**src/rtl/clk_select_pkg.sv**
```systemverilog
// Shared types and default timing for the clock-select sequencer.
// Holds the FSM state encoding and the one-hot enable helper.
package clk_select_pkg;

  typedef enum logic [2:0] {
    STABLE    = 3'd0,
    DRAIN     = 3'd1,
    SWITCH    = 3'd2,
    ENABLE    = 3'd3,
    MMCM_RST  = 3'd4,
    WAIT_LOCK = 3'd5,
    ERROR     = 3'd6
  } state_e;

  localparam int DEF_SETTLE_CYCLES = 8;
  localparam int DEF_RST_CYCLES    = 16;
  localparam int DEF_LOCK_TIMEOUT  = 65535;
  localparam int MAX_CLKS          = 16;

  // Callers truncate the result to their own source count.
  function automatic logic [MAX_CLKS-1:0] onehot16(input logic [3:0] idx);
    return 16'(1) << idx;
  endfunction

endpackage

```
**src/rtl/clk_select_seq_if.sv**
```systemverilog
// Switch-request handshake between a controller and the clock-select sequencer.
// master issues requests; slave (the sequencer) returns req_ready.
interface clk_select_seq_if #(
  parameter int SEL_W = 2
);
  logic             req_valid;
  logic             req_ready;
  logic [SEL_W-1:0] req_sel;
  logic             req_bypass;

  modport master (output req_valid, output req_sel, output req_bypass, input req_ready);
  modport slave  (input req_valid, input req_sel, input req_bypass, output req_ready);
endinterface

```
**src/rtl/cdc_sync_bit.sv**
```systemverilog
// Purpose: multi-flop synchroniser for one asynchronous level into clk.
// Latency: STAGES cycles from d to q.
// Backpressure: none; level signal only.
module cdc_sync_bit #(
  parameter int STAGES = 2
) (
  input  logic clk,
  input  logic resetn,
  input  logic d,
  output logic q
);

  (* ASYNC_REG = "TRUE" *) logic [STAGES-1:0] sync_q;

  always_ff @(posedge clk) begin
    if (!resetn) begin
      sync_q <= '0;
    end else begin
      sync_q <= STAGES'({sync_q, d});
    end
  end

  assign q = sync_q[STAGES-1];

endmodule

```
**src/rtl/clk_select_seq.sv**
```systemverilog
// Purpose: glitch-free sequencer for NUM_CLKS sources plus MMCM reset/lock qualification; CLK_SELECT_SEQ_RELOCK_EN adds auto-relock.
// Latency: SETTLE_CYCLES+2 cycles per bypassed switch; MMCM path adds RST_CYCLES plus the lock wait.
// Backpressure: req_ready is low while a switch sequence is in flight.
module clk_select_seq
  import clk_select_pkg::*;
#(
  parameter int NUM_CLKS      = 4,
  parameter int SEL_W         = $clog2(NUM_CLKS),
  parameter int SETTLE_CYCLES = DEF_SETTLE_CYCLES,
  parameter int RST_CYCLES    = DEF_RST_CYCLES,
  parameter int LOCK_TIMEOUT  = DEF_LOCK_TIMEOUT,
  parameter int SYNC_STAGES   = 2
) (
  input  logic                clk,
  input  logic                resetn,
  clk_select_seq_if.slave     req,
  input  logic                mmcm_locked_async,
  output logic [NUM_CLKS-1:0] clk_ce,
  output logic [SEL_W-1:0]    clk_sel,
  output logic                pll_bypass,
  output logic                mmcm_reset,
  output logic                locked,
  output logic                busy,
  output logic                lock_err,
  output logic                sel_err
`ifdef CLK_SELECT_SEQ_RELOCK_EN
  ,
  output logic [7:0]          relock_count
`endif
);

  localparam int MAX_SR  = (RST_CYCLES > SETTLE_CYCLES) ? RST_CYCLES : SETTLE_CYCLES;
  localparam int CNT_MAX = (LOCK_TIMEOUT > MAX_SR) ? LOCK_TIMEOUT : MAX_SR;
  localparam int CNT_W   = $clog2(CNT_MAX + 1);
  typedef logic [CNT_W-1:0] cnt_t;

  state_e           state_q, state_d;
  cnt_t             cnt_q;
  logic [SEL_W-1:0] lat_sel_q, clk_sel_q;
  logic             lat_bypass_q, pll_bypass_q;
  logic             lock_err_q, sel_err_q;
  logic             lock_sync;
  logic             accept, sel_oor, accept_ok;
`ifdef CLK_SELECT_SEQ_RELOCK_EN
  logic [7:0]       relock_q;
`endif

  cdc_sync_bit #(.STAGES(SYNC_STAGES)) u_lock_sync (
    .clk    (clk),
    .resetn (resetn),
    .d      (mmcm_locked_async),
    .q      (lock_sync)
  );

  // Out-of-range requests are consumed but never start a sequence.
  assign accept    = req.req_valid && req.req_ready;
  assign sel_oor   = 32'(req.req_sel) >= 32'(NUM_CLKS);
  assign accept_ok = accept && !sel_oor;

  always_ff @(posedge clk) begin
    if (!resetn) begin
      state_q <= STABLE;
    end else begin
      state_q <= state_d;
    end
  end

  always_comb begin
    state_d = state_q;
    case (state_q)
      STABLE: begin
        if (accept_ok) begin
          state_d = DRAIN;
        end
`ifdef CLK_SELECT_SEQ_RELOCK_EN
        else if (!pll_bypass_q && !lock_sync) begin
          state_d = MMCM_RST;
        end
`endif
      end
      DRAIN: begin
        if (cnt_q == cnt_t'(SETTLE_CYCLES - 1)) begin
          state_d = SWITCH;
        end
      end
      SWITCH:   state_d = ENABLE;
      ENABLE:   state_d = pll_bypass_q ? STABLE : MMCM_RST;
      MMCM_RST: begin
        if (cnt_q == cnt_t'(RST_CYCLES - 1)) begin
          state_d = WAIT_LOCK;
        end
      end
      WAIT_LOCK: begin
        if (lock_sync) begin
          state_d = STABLE;
        end else if (cnt_q >= cnt_t'(LOCK_TIMEOUT - 1)) begin
          state_d = ERROR;
        end
      end
      ERROR: begin
        if (accept_ok) begin
          state_d = DRAIN;
        end
      end
      default: state_d = STABLE;
    endcase
  end

  always_comb begin
    clk_ce         = NUM_CLKS'(onehot16(4'(clk_sel_q)));
    busy           = 1'b1;
    locked         = 1'b0;
    mmcm_reset     = 1'b0;
    req.req_ready  = 1'b0;
    case (state_q)
      STABLE: begin
        busy          = 1'b0;
        locked        = pll_bypass_q | lock_sync;
        req.req_ready = 1'b1;
      end
      DRAIN, SWITCH: clk_ce = '0;
      MMCM_RST:      mmcm_reset = 1'b1;
      ERROR: begin
        busy          = 1'b0;
        req.req_ready = 1'b1;
      end
      default: ;
    endcase
  end

  // Per-state counter restarts on every transition and saturates.
  always_ff @(posedge clk) begin
    if (!resetn) begin
      cnt_q        <= '0;
      lat_sel_q    <= '0;
      lat_bypass_q <= 1'b0;
      clk_sel_q    <= '0;
      pll_bypass_q <= 1'b1;
      lock_err_q   <= 1'b0;
      sel_err_q    <= 1'b0;
    end else begin
      if (state_d != state_q) begin
        cnt_q <= '0;
      end else if (cnt_q != cnt_t'(CNT_MAX)) begin
        cnt_q <= cnt_q + cnt_t'(1);
      end
      sel_err_q <= accept && sel_oor;
      if (accept_ok) begin
        lat_sel_q    <= req.req_sel;
        lat_bypass_q <= req.req_bypass;
      end
      if (state_q == DRAIN && state_d == SWITCH) begin
        clk_sel_q    <= lat_sel_q;
        pll_bypass_q <= lat_bypass_q;
      end
      if (state_q == WAIT_LOCK) begin
        if (lock_sync) begin
          lock_err_q <= 1'b0;
        end else if (state_d == ERROR) begin
          lock_err_q <= 1'b1;
        end
      end
    end
  end

`ifdef CLK_SELECT_SEQ_RELOCK_EN
  always_ff @(posedge clk) begin
    if (!resetn) begin
      relock_q <= '0;
    end else if (state_q == STABLE && state_d == MMCM_RST && relock_q != 8'hFF) begin
      relock_q <= relock_q + 8'd1;
    end
  end

  assign relock_count = relock_q;
`endif

  assign clk_sel    = clk_sel_q;
  assign pll_bypass = pll_bypass_q;
  assign lock_err   = lock_err_q;
  assign sel_err    = sel_err_q;

endmodule
```
**src/flat_wrapper.sv**
```systemverilog
// flat-port wrapper written by rule: the top's interface ports become plain ports
module clk_select_seq_flat import clk_select_pkg::*;
#(
  parameter int NUM_CLKS      = 4,
  parameter int SEL_W         = $clog2(NUM_CLKS),
  parameter int SETTLE_CYCLES = DEF_SETTLE_CYCLES,
  parameter int RST_CYCLES    = DEF_RST_CYCLES,
  parameter int LOCK_TIMEOUT  = DEF_LOCK_TIMEOUT,
  parameter int SYNC_STAGES   = 2
)
  (clk, resetn, mmcm_locked_async, clk_ce, clk_sel, pll_bypass, mmcm_reset, locked, busy, lock_err, sel_err, req_req_valid, req_req_sel, req_req_bypass, req_req_ready);
  clk_select_seq_if #(.SEL_W(SEL_W)) req_i ();
  input  logic clk;
  input  logic resetn;
  input  logic mmcm_locked_async;
  output logic [NUM_CLKS-1:0] clk_ce;
  output logic [SEL_W-1:0] clk_sel;
  output logic pll_bypass;
  output logic mmcm_reset;
  output logic locked;
  output logic busy;
  output logic lock_err;
  output logic sel_err;
  input wire logic [$bits(req_i.req_valid)-1:0] req_req_valid;
  input wire logic [$bits(req_i.req_sel)-1:0] req_req_sel;
  input wire logic [$bits(req_i.req_bypass)-1:0] req_req_bypass;
  output wire logic [$bits(req_i.req_ready)-1:0] req_req_ready;
  assign req_i.req_valid = req_req_valid;
  assign req_i.req_sel = req_req_sel;
  assign req_i.req_bypass = req_req_bypass;
  assign req_req_ready = req_i.req_ready;
  clk_select_seq #(.NUM_CLKS(NUM_CLKS), .SEL_W(SEL_W), .SETTLE_CYCLES(SETTLE_CYCLES), .RST_CYCLES(RST_CYCLES), .LOCK_TIMEOUT(LOCK_TIMEOUT), .SYNC_STAGES(SYNC_STAGES)) u_core (.clk(clk), .resetn(resetn), .req(req_i), .mmcm_locked_async(mmcm_locked_async), .clk_ce(clk_ce), .clk_sel(clk_sel), .pll_bypass(pll_bypass), .mmcm_reset(mmcm_reset), .locked(locked), .busy(busy), .lock_err(lock_err), .sel_err(sel_err));
endmodule
```
**config.mk**
```make
export PLATFORM = sky130hd
export DESIGN_NAME = clk_select_seq_flat
export DESIGN_NICKNAME = d
export VERILOG_FILES = /design/src/rtl/clk_select_pkg.sv /design/src/rtl/clk_select_seq_if.sv /design/src/rtl/cdc_sync_bit.sv /design/src/rtl/clk_select_seq.sv /design/src/flat_wrapper.sv
export SDC_FILE = /design/constraint.sdc
export NUM_CORES = 1
export LEC_CHECK = 0
export ABC_AREA = 0
export BUFFER_PORTS_ARGS = -buffer_cell sky130_fd_sc_hd__buf_2
export CAP_MARGIN = 5
export CORE_MARGIN = 5
export CORE_UTILIZATION = 60
export DETAILED_ROUTE_END_ITERATION = 6
export GPL_TIMING_DRIVEN = 0
export PLACE_DENSITY = 0.8
export SYNTH_ARGS = -nofsm -noshare
export SYNTH_HDL_FRONTEND = slang
export SYNTH_SLANG_ARGS = --single-unit
```
**constraint.sdc**
```tcl
create_clock -name clk -period 5 [get_ports clk]
set_clock_uncertainty 0.05 [all_clocks]
set_input_delay 1 -clock clk [delete_from_list [all_inputs] [get_ports clk]]
set_output_delay 1 -clock clk [all_outputs]
set_load 0.02 [all_outputs]
```
## After elaboration in Yosys (flattened, before gate mapping)

Index checks and enable logic that the tools add are counted.
W data, S select, Z words.

- Register bits: 28
- Word-level logic and storage cells: 47

- Bitwise operators: 2
- Reduce and logical (&&, ||, !) cells: 8
- Order comparisons: 1
- Eq/ne operators: 12
- Multiplexer cells: 14
- $add $sub $neg: 1
- Shift-type cells: 1

Operators with widths:

| operator | count |
|---|---|
| $mux W3 | 6 |
| $pmux W3 S6 | 1 |
| $add A16 B1 Y16 const B | 1 |
| $eq A16 B3 Y1 const B | 1 |
| $eq A16 B4 Y1 const B | 1 |
| $ge A16 B16 Y1 const B | 1 |
| $ne A16 B16 Y1 const B | 1 |
| $eq A3 B3 Y1 const B | 4 |
| $eq A3 B2 Y1 const B | 3 |
| $mux W1 | 6 |
| $reduce_or A2 Y1 | 3 |
| $mux W4 | 1 |
| $shl A1 B2 Y4 const A | 1 |
| $eq A3 B1 Y1 const B | 1 |
| $logic_not A3 Y1 | 1 |
| $ne A3 B3 Y1 | 1 |
| $logic_and A1 B1 Y1 | 2 |
| $reduce_and A2 Y1 | 1 |
| $reduce_bool A2 Y1 | 1 |
| $not A1 Y1 | 1 |
| $or A1 B1 Y1 | 1 |

## Depth between registers and ports, before layout

Gate-level depths: netlist (run 1).

- Depth in word-level cells: 9
- Gate-level depth with buffers: 8
- Depth with buffers taken out: 7

## Cells and area by module

Synthesis (run 1) repeated with hierarchy kept, for this count alone.

- Cells, all modules: 188
- Area, all modules: 1619.1 sq um

By module, submodules not included:

| module | cells an instance | times used | seq. area each (sq um) | area each (sq um) |
|---|---|---|---|---|
| clk_select_seq | 184 | 1 | 520.5 | 1566.5 |
| cdc_sync_bit | 4 | 1 | 40.0 | 52.6 |

## Least setup slack after synthesis (run 1)

OpenSTA, ideal clock, no wires.

- Path kind: register to output
- Start point: register u_core.state_q[1]
- End point: output port clk_ce[0]
- Stages on the path, launching flop included: 5
- Data arrival time: 1.313 ns
- Slack: 2.637 ns
- Path buffers: 1
- Cell sequence: dfxtp_1 clkbuf_1 xnor2_1 nor2_1 nor3_1

- Longest elaborated chain between the ends: 3
- Elaborated cells between the ends (all ways): 4

RTL lines:

| item | line | text |
|---|---|---|
| start: declaration | clk_select_seq.sv:37 | `state_e state_q, state_d;` |
| start signal: assignment | clk_select_seq.sv:64 | `state_q <= state_d;` |
| $eq A3 B2 Y1 or $eq A3 B1 Y1 (tied branches) | clk_select_seq.sv:115 | `case (state_q)` |
| $reduce_or A2 Y1 (*) | clk_select_seq.sv:115 |  |
| $mux W4 (*) | clk_select_seq.sv:115 |  |
| end: declaration | flat_wrapper.sv:16 | `output logic [NUM_CLKS-1:0] clk_ce;` |

Mark *: on every way between the ends. The rest lies on a longest branch, timed or not.

## Worst setup path in the final report (run 1)

- Start point: register u_core.state_q[0]
- End point: output port clk_ce[3]

Same word-level chain as after synthesis.

==> impl_summary.md, run 1 <==
Status
The flow ran to the end, and the final reports show no timing, DRC or antenna violations.

Die
In this run the horizontal extent of the chip is 60.0 um. During I/O placement, the number of pins put on the boundary was 20. The floorplan step defined a die boundary enclosing 3610 um^2.

The placement row count is 18. The initial utilization of the core area, before any placement, comes to 61.8%. The height of the chip is 60.0 um. The placeable core area is 2430 um^2.

Final layout
Leaving out fill and tap cells, the most frequent cell in the layout is sky130_fd_sc_hd__nor2_1. Leaving out fill and tap cells, the most frequent cells in the layout are sky130_fd_sc_hd__nor2_1, sky130_fd_sc_hd__dfxtp_1, sky130_fd_sc_hd__buf_2. The final net count is 213.

After filler insertion, the fill cell instance count of the layout stands at 217. The number of antenna diodes in the final layout is 0. The area growth from synthesis to layout is 10.9%.

Of the cells placed in the final design, the portion with a size suffix greater than 1 is 15.3%. The end-of-flow core utilization is 68.5%.

Logic synthesis
The cell count after synthesis is 181. For this run, asynchronously set or reset flops after synthesis account for 0%. The synthesis-stage register bit count is 28. The number of nets handed over by synthesis was 190. By area the synthesized netlist is led by sky130_fd_sc_hd__dfxtp_1, sky130_fd_sc_hd__nor2_1, sky130_fd_sc_hd__xor2_1, sky130_fd_sc_hd__mux2i_1, sky130_fd_sc_hd__nand4_1. Yosys mapped a number of flops with a built-in enable equal to 0. Summed over all instances, the cell type with the most area after synthesis is sky130_fd_sc_hd__dfxtp_1.

The number of distinct library cells after synthesis is 42. The warning count from the yosys run is 0. For this run, the leading register cell type out of synthesis is sky130_fd_sc_hd__dfxtp_1.

A synthesized cell averages 8.30 um^2. The summed instance area of the synthesized netlist is 1500 um^2. Summed over its instances, the top area cell type makes up 37.3% of the synthesized netlist area.

The sequential fraction of the synthesis area is 37.3%.

Setup path
The element type at the critical path end is a primary output. The maximum net fanout on the critical path is 10. The standard cell with the maximum stage delay on the critical path is sky130_fd_sc_hd__dfxtp_1. Traced cell by cell, the critical path runs through clkbuf_1 -> xnor2_1 -> o21ai_0 -> nor2_1 -> buf_2. The classification of the worst setup path is register to primary output. The family with the most delay on the worst path is buffers and inverters. The endpoint required time on the critical path is 3950 ps. Together, buffers and inverters on the worst path number 2.

The longest individual stage delay on the worst path is 390 ps. STA puts the critical path data arrival time at 1710 ps. STA classifies the critical path startpoint as a register.

Clock tree
The maximum level of the CTS H-tree is 1. After clock tree synthesis, the flow added hold-fix buffers numbering 0. The post-CTS repair timing setup buffer count is 0. The number of clock buffers added by TritonCTS is 3. The clock latency reported for the late side of the worst-skew pair is 320 ps. Clock-pin slew was measured on the worst setup and hold paths at 140 ps. The maximum clock insertion buffer count is 2. TritonCTS built the clock tree. The quantity of gates resized following cts is 0. The tree is rooted in a sky130_fd_sc_hd__clkbuf_4.

The clock net sink count is 28.

Detailed routing
The violation count after the first detailed-routing iteration is 65. The routed design has 3.17 mm of wire. The average detailed-routed wire length per instance is 13.6 um. The number of routed nets with antenna violations is 0. The final route contains 1363 vias. The DRC violation count after routing is 0. The vias per cell is 5.85. The pre-antenna-repair detailed-routing pass consisted of 4 iterations.

STA
The setup TNS after final layout is 0 ps. The final-report max-slew violation count is 0. The clock period minus final worst setup slack is 2760 ps. Based on the critical path, the design can be clocked at up to 0.362 GHz. The tightest slew margin relative to the limit is 63.0%. The count of endpoints failing hold in the final timing report is 0.

Setup violations remaining at the end of the flow were counted as 0. The transition time of the tightest slew-check pin is 549 ps. Setup repair after global routing left no endpoint under its margin. The final critical path takes up 55.2% of the cycle.

Pwr
Sequential cells account for 61.4% of the total power. For this design the static power due to leakage is 0.651 nW. Across the VDD grid, the largest voltage drop is 0.000196 V. The reported net switching power is 0.0000888 W. The share of total power in the clock network is 28.6%. The overall power consumption is 0.000376 W.

The proportion of power drawn by combinational gates is 9.9%. The internal power is 0.000287 W. The total power per unit cell area is 225 nW/um^2. In this run switching power makes up 23.6% of total power.

GRT
The number of antenna violations at the first check in global routing is 0. The maximum number of pins on one net before global-route repair is 16. After global routing the overflow that remains totals 0. The first global-routing pass estimated 5.44 mm of wire. The number of global-route vias before repair is 1247. The global-route usage over all layers is 19.5%.

Place
The count of buffers inserted at the top-level ports is 18. At the end of routability-driven placement, the weighted congestion stood at 0.898. The post-DP HPWL is 2.37 mm.

Flow run
The count of maximum capacitance violations is 0.

Hold path
The worst hold path belongs to the class register to register.
worst reg2reg max path, delay by kind of cell, from the launching register on:
kind	cells	cell delay (ps)
buf+inv	2	350
simple gates	5	1650
flops	1	320
worst paths after layout:
check                                                   from                           end  slack, ps  cells past startpoint
worst max-delay path                       u_core.state_q[0]                     clk_ce[3]       2240                      5
worst min-delay path            u_core.u_lock_sync.sync_q[0]  u_core.u_lock_sync.sync_q[1]        400                      1
worst max register to register              u_core.cnt_q[12]              u_core.cnt_q[15]       2530                      7
worst min register to register  u_core.u_lock_sync.sync_q[0]  u_core.u_lock_sync.sync_q[1]        400                      1
metal layers:
layer / vias to the layer above / track usage [%] / part of all wire [%]
li1: 689 / - / -
met1: 630 / 22.4 / 43
met2: 39 / 36.0 / 50
met3: 5 / 2.81 / 5.7
met4: 0 / 6.96 / 1.3
met5: - / 0 / 0
per-stage QoR:
step | hold WS [ps] | setup WS [ps] | cell area (um^2) | instances
after floorplan | 362 | 2640 | 1500 | 181
after global placement | 365 | 2610 | 1630 | 229
after detailed placement | 373 | 2550 | 1630 | 229
after CTS | 408 | 2240 | 1670 | 233
after global routing | 445 | 2050 | 1670 | 233
final | 404 | 2240 | 1670 | 233
flip-flops by register name, summed over array words and instances, names as in the netlist:
| name | flops |
|---|---|
| u_core.u_lock_sync.sync_q | 2 |
| u_core.lock_err | 1 |
| u_core.pll_bypass | 1 |
| u_core.lat_sel_q | 2 |
| u_core.state_q | 3 |
| u_core.clk_sel | 2 |
| u_core.cnt_q | 16 |
| u_core.lat_bypass_q | 1 |
cells by family after synthesis:
group,synth area share (%)
AOI/OAI and AO/OA,11.9
buffers and inverters,4.75
muxes,4.00
adders and majority gates,1.67
and+or+nand+nor,33.1
xor gates and xnor gates,6.99
DFF,37.3
other,0.250
Yosys cell counts, types with 2 or more instances:
cell type                   n
sky130_fd_sc_hd__nor2b_1    2
sky130_fd_sc_hd__xnor2_1    2
sky130_fd_sc_hd__xor2_1    10
sky130_fd_sc_hd__nor3_1     7
sky130_fd_sc_hd__a31oi_1    3
sky130_fd_sc_hd__nand3_1    8
sky130_fd_sc_hd__a21oi_1    7
sky130_fd_sc_hd__nand2b_1   3
sky130_fd_sc_hd__nand2_1    7
sky130_fd_sc_hd__dfxtp_1   28
sky130_fd_sc_hd__or4_4      2
sky130_fd_sc_hd__o21ai_0    6
sky130_fd_sc_hd__nor4_1     3
sky130_fd_sc_hd__and3_1     3
sky130_fd_sc_hd__ha_1       2
sky130_fd_sc_hd__or2_2      2
sky130_fd_sc_hd__and4_1     3
sky130_fd_sc_hd__mux2i_1    6
sky130_fd_sc_hd__o211a_1    2
sky130_fd_sc_hd__and2_1     4
sky130_fd_sc_hd__a211oi_1   2
sky130_fd_sc_hd__o211ai_1   2
sky130_fd_sc_hd__nand4_1    8
sky130_fd_sc_hd__inv_1      5
sky130_fd_sc_hd__clkbuf_1   8
sky130_fd_sc_hd__nor2_1    29
sky130_fd_sc_hd__or3_1      2
power groups by stage:
stage          Sequential [W]  Combinational (W)  Clock, W
2_1_floorplan        0.000235          0.0000269         0
3_3_place_gp         0.000236          0.0000361         0
3_5_place_dp         0.000236          0.0000373         0
4_1_cts              0.000231          0.0000374  0.000111
5_1_grt              0.000232          0.0000411  0.000122
6_report             0.000231          0.0000373  0.000108
final cells by class:
cell class	count	area (um^2)	area share, %
well taps	30	37.5	2.25
inverters	6	22.5	1.35
clock buffers	4	36.3	2.18
multi-input cells	137	871	52.3
flip-flops and latches	28	561	33.6
repair buffers	18	90.1	5.41
plain buffers	10	48.8	2.93
Note: power is estimated with default switching activity, not from simulation.
==> run 2, diff against run 1 <==
--- a/config.mk
+++ b/config.mk
@@ -9,10 +9,10 @@
 export BUFFER_PORTS_ARGS = -buffer_cell sky130_fd_sc_hd__buf_2
 export CAP_MARGIN = 5
 export CORE_MARGIN = 5
-export CORE_UTILIZATION = 60
+export CORE_UTILIZATION = 51
 export DETAILED_ROUTE_END_ITERATION = 6
 export GPL_TIMING_DRIVEN = 0
-export PLACE_DENSITY = 0.8
+export PLACE_DENSITY = 0.72
 export SYNTH_ARGS = -nofsm -noshare
 export SYNTH_HDL_FRONTEND = slang
 export SYNTH_SLANG_ARGS = --single-unit
==> constraint.sdc (replaced) <==
create_clock -name clk -period 2.2 [get_ports clk]
set_clock_uncertainty 0.05 [all_clocks]
set_input_delay 0.44 -clock clk [delete_from_list [all_inputs] [get_ports clk]]
set_output_delay 0.44 -clock clk [all_outputs]
set_load 0.02 [all_outputs]
==> impl_summary.md, run 2 (synthesized netlist as in run 1, its figures left out) <==
Clock tree
The tree is rooted in a sky130_fd_sc_hd__clkbuf_4. The number of buffers added by the clock tree synthesis step is 3 (unchanged). The maximum clock insertion buffer count came to 2 (unchanged). The clock latency reported for the late side of the worst-skew pair is 330 ps (about the same).

The maximum level of the CTS H-tree came to 1 (unchanged). The clock net sink count came to 28 (unchanged). TritonCTS built the clock tree. The hold-fix buffer count after cts is 0 (unchanged). The clock-pin slew of the registers on the worst-case setup and hold paths is 160 ps (+20 ps).

Setup path
The maximum net fanout on the critical path is 5 (-5). The endpoint required time on the critical path is 2400 ps (-1550 ps). The arrival time of data at the critical path endpoint was 2500 ps (+790 ps). The worst setup path is of the register to register kind. The element type at the critical path end is a register.

The slack of the worst reg-to-reg path is -100 ps (-2630 ps). The launching element type of the critical path is a register.

Pwr
The overall power consumption is 0.000967 W (+160%). The total power per unit cell area is 525 nW/um^2 (+130%). The switching power share of the total came to 22.9% (-0.72 points).

The sequential power share is 54.2% (-7.2 points). The largest vdd supply drop came to 0.000395 V (+100%). The proportion of power drawn by combinational gates is 10.7% (+0.8 points). The share of total power in the clock network is 35.0% (+6.4 points).

The internal power came to 0.000745 W (+160%). The total leakage power is 0.714 nW (+9.7%). The reported net switching power is 0.000222 W (+150%).

Final layout
The total non-filler cell area in the finished layout came to 1840 um^2 (+11%). The library cells used most frequently in the layout, excluding fill and tap cells, are sky130_fd_sc_hd__nor2_1, sky130_fd_sc_hd__dfxtp_1, sky130_fd_sc_hd__buf_2. The number of diodes is 0 (unchanged). The register with the most flip-flops is u_core.cnt_q. The final net count is 220 (+3.3%). In the final layout, the registers with the most flip-flops are u_core.cnt_q: 16 flops, u_core.state_q: 3 flops. The relative area change from synthesis to final layout is 22.6%. The share of cells above drive strength 1 is 29.5% (+14 points). The flip-flop count of the largest register, all copies and words added came to 16 (unchanged).

Die
The die width is 64.3 um (+7.1%). The I/O pin total came to 20 (unchanged). The initial core utilization came to 54.0% (-7.8 points). The placement row count was 19 (+1).

The placeable core area is 2780 um^2 (+14%). The height of the chip was 64.3 um (+7.1%). The die area was 4130 um^2 (+15%).

Status
The final reports fail on negative setup slack. The flow ran to the end, but the final reports show violations.

GRT
The number of global-route vias before repair is 1327 (+6.4%). The wire length of the first global-routing pass is 5.72 mm (+5.1%). The number of antenna violations at the first check in global routing is 0 (unchanged). The global route total overflow is 0 (unchanged).

The global-route usage over all layers was 16.6% (-2.9 points). The maximum number of pins on one net before global-route repair is 17 (+1).

Detailed routing
The vias per cell was 5.99 (+2.4%). The detailed-route wire length is 3.54 mm (+12%). The number of routed nets with antenna violations was 0 (unchanged).

The average detailed-routed wire length per instance is 14.7 um (+8.0%). The vias after detailed routing came to 1443 (+5.9%). The violation count after the first detailed-routing iteration was 144 (+120%). The DRC violation count after routing is 0 (unchanged). The first-pass iteration count of the detailed router came to 4 (unchanged).

Place
The cell area after placement is 1640 um^2 (+0.84%). The post-placement worst setup slack is -190 ps (-2740 ps). The post-DP HPWL came to 2.32 mm (-2.2%). The weighted congestion reported at the end of routability-driven placement is 0.909 (+1.2%). The count of buffers inserted at the top-level ports is 18 (unchanged).

Hold path
The tightest min-delay check is of the primary input to register type.

STA
The post-route fraction of the period consumed by the critical path is 105%. The clock period minus final worst setup slack is 2300 ps. The post-route worst setup slack is -102 ps (-2340 ps).

Setup repair after global routing could not meet its margin everywhere. The setup violation total in the final timing report is 19 (+19). The count of endpoints failing hold in the final timing report is 0 (unchanged). Timing would allow up to 0.434 GHz.

The final-report max-slew violation count is 0 (unchanged).

Flow run
The count of maximum capacitance violations is 0 (unchanged).
run 2: power by group through the flow:
| stage | clock network [W] | logic (W) | registers [W] |
|---|---|---|---|
| 2_1_floorplan | 0 | 0.0000611 | 0.000534 |
| 3_3_place_gp | 0 | 0.0000822 | 0.000536 |
| 3_5_place_dp | 0 | 0.0000842 | 0.000537 |
| 4_1_cts | 0.000344 | 0.000100 | 0.000525 |
| 5_1_grt | 0.000371 | 0.000113 | 0.000526 |
| 6_report | 0.000339 | 0.000104 | 0.000524 |
run 2: worst max-delay path, stage by stage, from the launching register on:
cell                      delay [ps]
sky130_fd_sc_hd__dfxtp_4         370
sky130_fd_sc_hd__or4_4           530
sky130_fd_sc_hd__or4_4           530
sky130_fd_sc_hd__or3_4           390
sky130_fd_sc_hd__nand3_4         140
sky130_fd_sc_hd__buf_6           140
sky130_fd_sc_hd__nor2_1           50
run 2: final cells by class:
cell class                      count  area (um^2)
Multi-Input combinational cell    137          938
Fill cell                         242          938
Inverter                            6         22.5
Tap cell                           31         38.8
Clock buffer                        3         22.5
Buffer                              8         43.8
Sequential cell                    28          573
Timing Repair Buffer               27          174
Clock inverter                      1         30.0
run 2: stage by stage:
step	TNS, ps	hold slack, ps	utilization [%]	std cells
finish	-1330	267	66.3	241
global route	-2180	258	66.3	241
CTS	-2200	263	63.7	238
detailed placement	-2370	377	59.1	230
global placement	-1950	364	59.1	230
floorplan	-494	362	-	181
run 2: path summary, 6_finish.rpt:
kind,end,cells after the start,from
worst min-delay path,u_core.u_lock_sync.sync_q[0],2,mmcm_locked_async
worst min register to register,u_core.u_lock_sync.sync_q[1],1,u_core.u_lock_sync.sync_q[0]
worst max-delay path,u_core.cnt_q[4],6,u_core.cnt_q[8]
worst max register to register,u_core.cnt_q[4],6,u_core.cnt_q[8]
run 2: timing repair:
action,CTS,global route
setup endpoints to repair,19,23
setup buffers,4,4
cloned,1,0
gates resized for setup,11,17
pin swaps,13,4
run 2: metal layers:
| layer | up-vias | wire length, um | GRT usage [%] |
|---|---|---|---|
| li1 | 705 | - | - |
| met5 | - | 0 | 0 |
| met3 | 8 | 225 | 3.33 |
| met2 | 49 | 1800 | 28.0 |
| met1 | 681 | 1440 | 19.5 |
| met4 | 0 | 65 | 8.91 |
==> run 3, diff against run 2 <==
--- a/config.mk
+++ b/config.mk
@@ -10,6 +10,7 @@
 export CAP_MARGIN = 5
 export CORE_MARGIN = 5
 export CORE_UTILIZATION = 51
+export CTS_BUF_LIST = sky130_fd_sc_hd__clkbuf_16
 export DETAILED_ROUTE_END_ITERATION = 6
 export GPL_TIMING_DRIVEN = 0
 export PLACE_DENSITY = 0.72
==> constraint.sdc (replaced) <==
create_clock -name clk -period 2.2 [get_ports clk]
set_clock_uncertainty 0.05 [all_clocks]
set_input_delay 0 -clock clk [delete_from_list [all_inputs] [get_ports clk]]
set_output_delay 0 -clock clk [all_outputs]
set_load 0.02 [all_outputs]
==> impl_summary.md, run 3 (synthesized netlist as in run 1, its figures left out) <==
STA
The count of endpoints failing hold in the final timing report is 0 (unchanged). The post-route worst setup slack was -73.1 ps (+28.8 ps). The final-report max-slew violation count is 0 (unchanged). The smallest hold slack is 59.0 ps (-208 ps). The setup violation total in the final timing report was 16 (-3). The post-route fraction of the period consumed by the critical path is 103% (-1.3 points). At the pin with the least slew margin, the transition time is 539 ps. In this run the tightest slew margin relative to its limit is 63.8%. The highest achievable clock rate is 0.440 GHz (+1.3%). The clock period minus final worst setup slack is 2270 ps (-28.8 ps).

Setup repair after global routing could not meet its margin everywhere.

Die
The placeable core area is 2780 um^2 (unchanged). The initial core utilization is 54.0% (unchanged). The die width is 64.3 um (unchanged).

The I/O pin total was 20 (unchanged). The placement row count is 19 (unchanged). The die area is 4130 um^2 (unchanged). The height of the chip is 64.3 um (unchanged).

Place
The weighted congestion reported at the end of routability-driven placement was 0.909 (unchanged). The count of buffers inserted at the top-level ports is 18 (unchanged). The post-DP HPWL is 2.32 mm (unchanged).

Final layout
The number of diodes is 0 (unchanged). The largest registers in the layout are u_core.cnt_q: 16 flops, u_core.state_q: 3 flops. The library cells used most frequently in the layout, excluding fill and tap cells, are sky130_fd_sc_hd__nor2_1, sky130_fd_sc_hd__dfxtp_1, sky130_fd_sc_hd__buf_2. The register with the most flip-flops is u_core.cnt_q. The final net count is 227 (+3.2%).

The number of filler instances in the final layout came to 219 (-9.5%). The flip-flop count of the largest register, all copies and words added was 16 (unchanged). The share of cells above drive strength 1 was 25.8% (-3.7 points).

The relative area change from synthesis to final layout is 28.6%. The most common library cell in the layout ignoring fill and taps is sky130_fd_sc_hd__nor2_1. The area occupied by multi-input gates is 920 um^2 (-2.0%). The register area was 573 um^2 (unchanged). The end-of-flow core utilization was 69.5% (+3.2 points).

Clock tree
The clock-pin slew of the registers on the worst-case setup and hold paths was 70 ps (-90 ps). The number of buffers added by the clock tree synthesis step came to 3 (unchanged). The maximum level of the CTS H-tree is 1 (unchanged). The clock net sink count came to 28 (unchanged). The clock latency reported for the late side of the worst-skew pair is 260 ps (-70 ps). TritonCTS built the clock tree.

The tree is rooted in a sky130_fd_sc_hd__clkbuf_16. The maximum clock insertion buffer count is 2 (unchanged).

Status
The final reports fail on negative setup slack. The flow ran to the end, but the final reports show violations.

GRT
The maximum number of pins on one net before global-route repair came to 17 (unchanged). The global route total overflow is 0 (unchanged). The number of global-route vias before repair came to 1354 (+2.0%). The number of antenna violations at the first check in global routing was 0 (unchanged).

The global-route usage over all layers is 17.3% (+0.72 points). The wire length of the first global-routing pass is 5.84 mm (+2.0%).

Detailed routing
The first-pass iteration count of the detailed router was 4 (unchanged). The DRC violation count after routing was 0 (unchanged). The number of routed nets with antenna violations was 0 (unchanged). The vias after detailed routing is 1468 (+1.7%). The detailed-route wire length was 3.51 mm (-0.68%).

The average detailed-routed wire length per instance is 14.2 um (-3.5%). The vias per cell came to 5.92 (-1.1%). The violation count after the first detailed-routing iteration is 116 (-19%).

Setup path
The launching point of the worst reg2reg path is u_core.cnt_q[15]. In this run the worst setup path terminates at u_core.cnt_q[5]. The worst setup path is launched from a register. The classification of the worst setup path is register to register.

The arrival time of data at the critical path endpoint is 2380 ps (-120 ps). The endpoint required time on the critical path was 2310 ps (-90 ps). The slack of the worst reg-to-reg path is -70 ps (+30 ps). The worst setup path is captured at a register. The worst setup path startpoint is u_core.cnt_q[15]. The endpoint of the most critical register-to-register path is u_core.cnt_q[5]. The maximum net fanout on the critical path was 6 (+1). The worst reg-to-reg path cell count is 6 (unchanged).

Pwr
The total power per unit cell area was 603 nW/um^2 (+15%). The total leakage power was 0.759 nW (+6.3%). The largest vdd supply drop came to 0.000583 V (+48%).

Flow run
The count of maximum capacitance violations came to 0 (unchanged).

Hold path
The path class of the tightest hold or removal check is primary input to register.
## run 3: cell types whose count changed in the layout (fill, tap and decap cells not counted), moves of 2 or more
cell	before	now
sky130_fd_sc_hd__dlygate4sd3_1	0	6
sky130_fd_sc_hd__clkbuf_16	0	3
sky130_fd_sc_hd__clkbuf_4	3	0
sky130_fd_sc_hd__nor2_1	22	25
sky130_fd_sc_hd__nor2_2	7	4
sky130_fd_sc_hd__clkbuf_1	4	6
sky130_fd_sc_hd__clkbuf_2	2	0
## run 3: stage by stage
stage | area [um^2] | setup slack, ps | TNS [ps] | std cells | total power [W]
6_report | 1930 | -73.1 | -918 | 248 | 0.00117
5_1_grt | 1930 | -115 | -1760 | 248 | 0.00122
4_1_cts | 1880 | -122 | -1920 | 245 | 0.00118
3_5_place_dp | 1640 | -190 | -2370 | 230 | 0.000621
3_3_place_gp | 1640 | -167 | -1950 | 230 | 0.000618
2_1_floorplan | 1520 | -51.2 | -494 | 181 | 0.000595
## run 3: per-layer routing
metal | global-route usage [%] | wire length [um] | vias up
met1 | 19.7 | 1410 | 677
met4 | 10.9 | 133 | 0
met3 | 4.55 | 220 | 15
met2 | 28.4 | 1750 | 53
met5 | 0 | 0 | -
li1 | - | - | 723
## run 3: worst min-delay path by stage
stage / start / to / slack [ps] / cells after the start
finish: req_req_valid / u_core.state_q[1] / 60 / 4
global route: req_req_valid / u_core.state_q[1] / 110 / 4
CTS: req_req_valid / u_core.state_q[1] / 60 / 4
detailed placement: resetn / u_core.pll_bypass / 170 / 2
global placement: mmcm_locked_async / u_core.u_lock_sync.sync_q[0] / 160 / 2
floorplan: resetn / u_core.pll_bypass / 10 / 1
## run 3: timing repair
item                                    in CTS  in global routing
setup buffers                                5                  4
hold buffers                                 6                  0
endpoints found under the setup margin      19                 19
hold endpoints to repair                     6                  0
resized for setup                           11                  9
pin swaps                                   12                  3
gates cloned                                 1                  0
## run 3: area by class of cell
class	count	share of cell area (%)
Sequential cell	28	29.6
Inverter	6	1.17
Clock buffer	3	3.88
Timing Repair Buffer	34	12.0
Tap cell	31	2.01
Buffer	8	2.14
Multi-Input combinational cell	137	47.6
Clock inverter	1	1.55
## run 3: worst max-delay path, stage by stage (launching register included)
cell and delay (ps):
sky130_fd_sc_hd__dfxtp_2 340, sky130_fd_sc_hd__or4_4 540, sky130_fd_sc_hd__or4_4 530, sky130_fd_sc_hd__or3_4 400, sky130_fd_sc_hd__nand3_4 130, sky130_fd_sc_hd__buf_6 140, sky130_fd_sc_hd__nor2_1 50
## run 3: power breakdown
group / total (W) / internal [W] / switching, W
registers: 0.000524 / 0.000514 / 0.00000926
logic: 0.000109 / 0.0000512 / 0.0000573
clock network: 0.000533 / 0.000362 / 0.000171
total: 0.00117 / 0.000928 / 0.000237
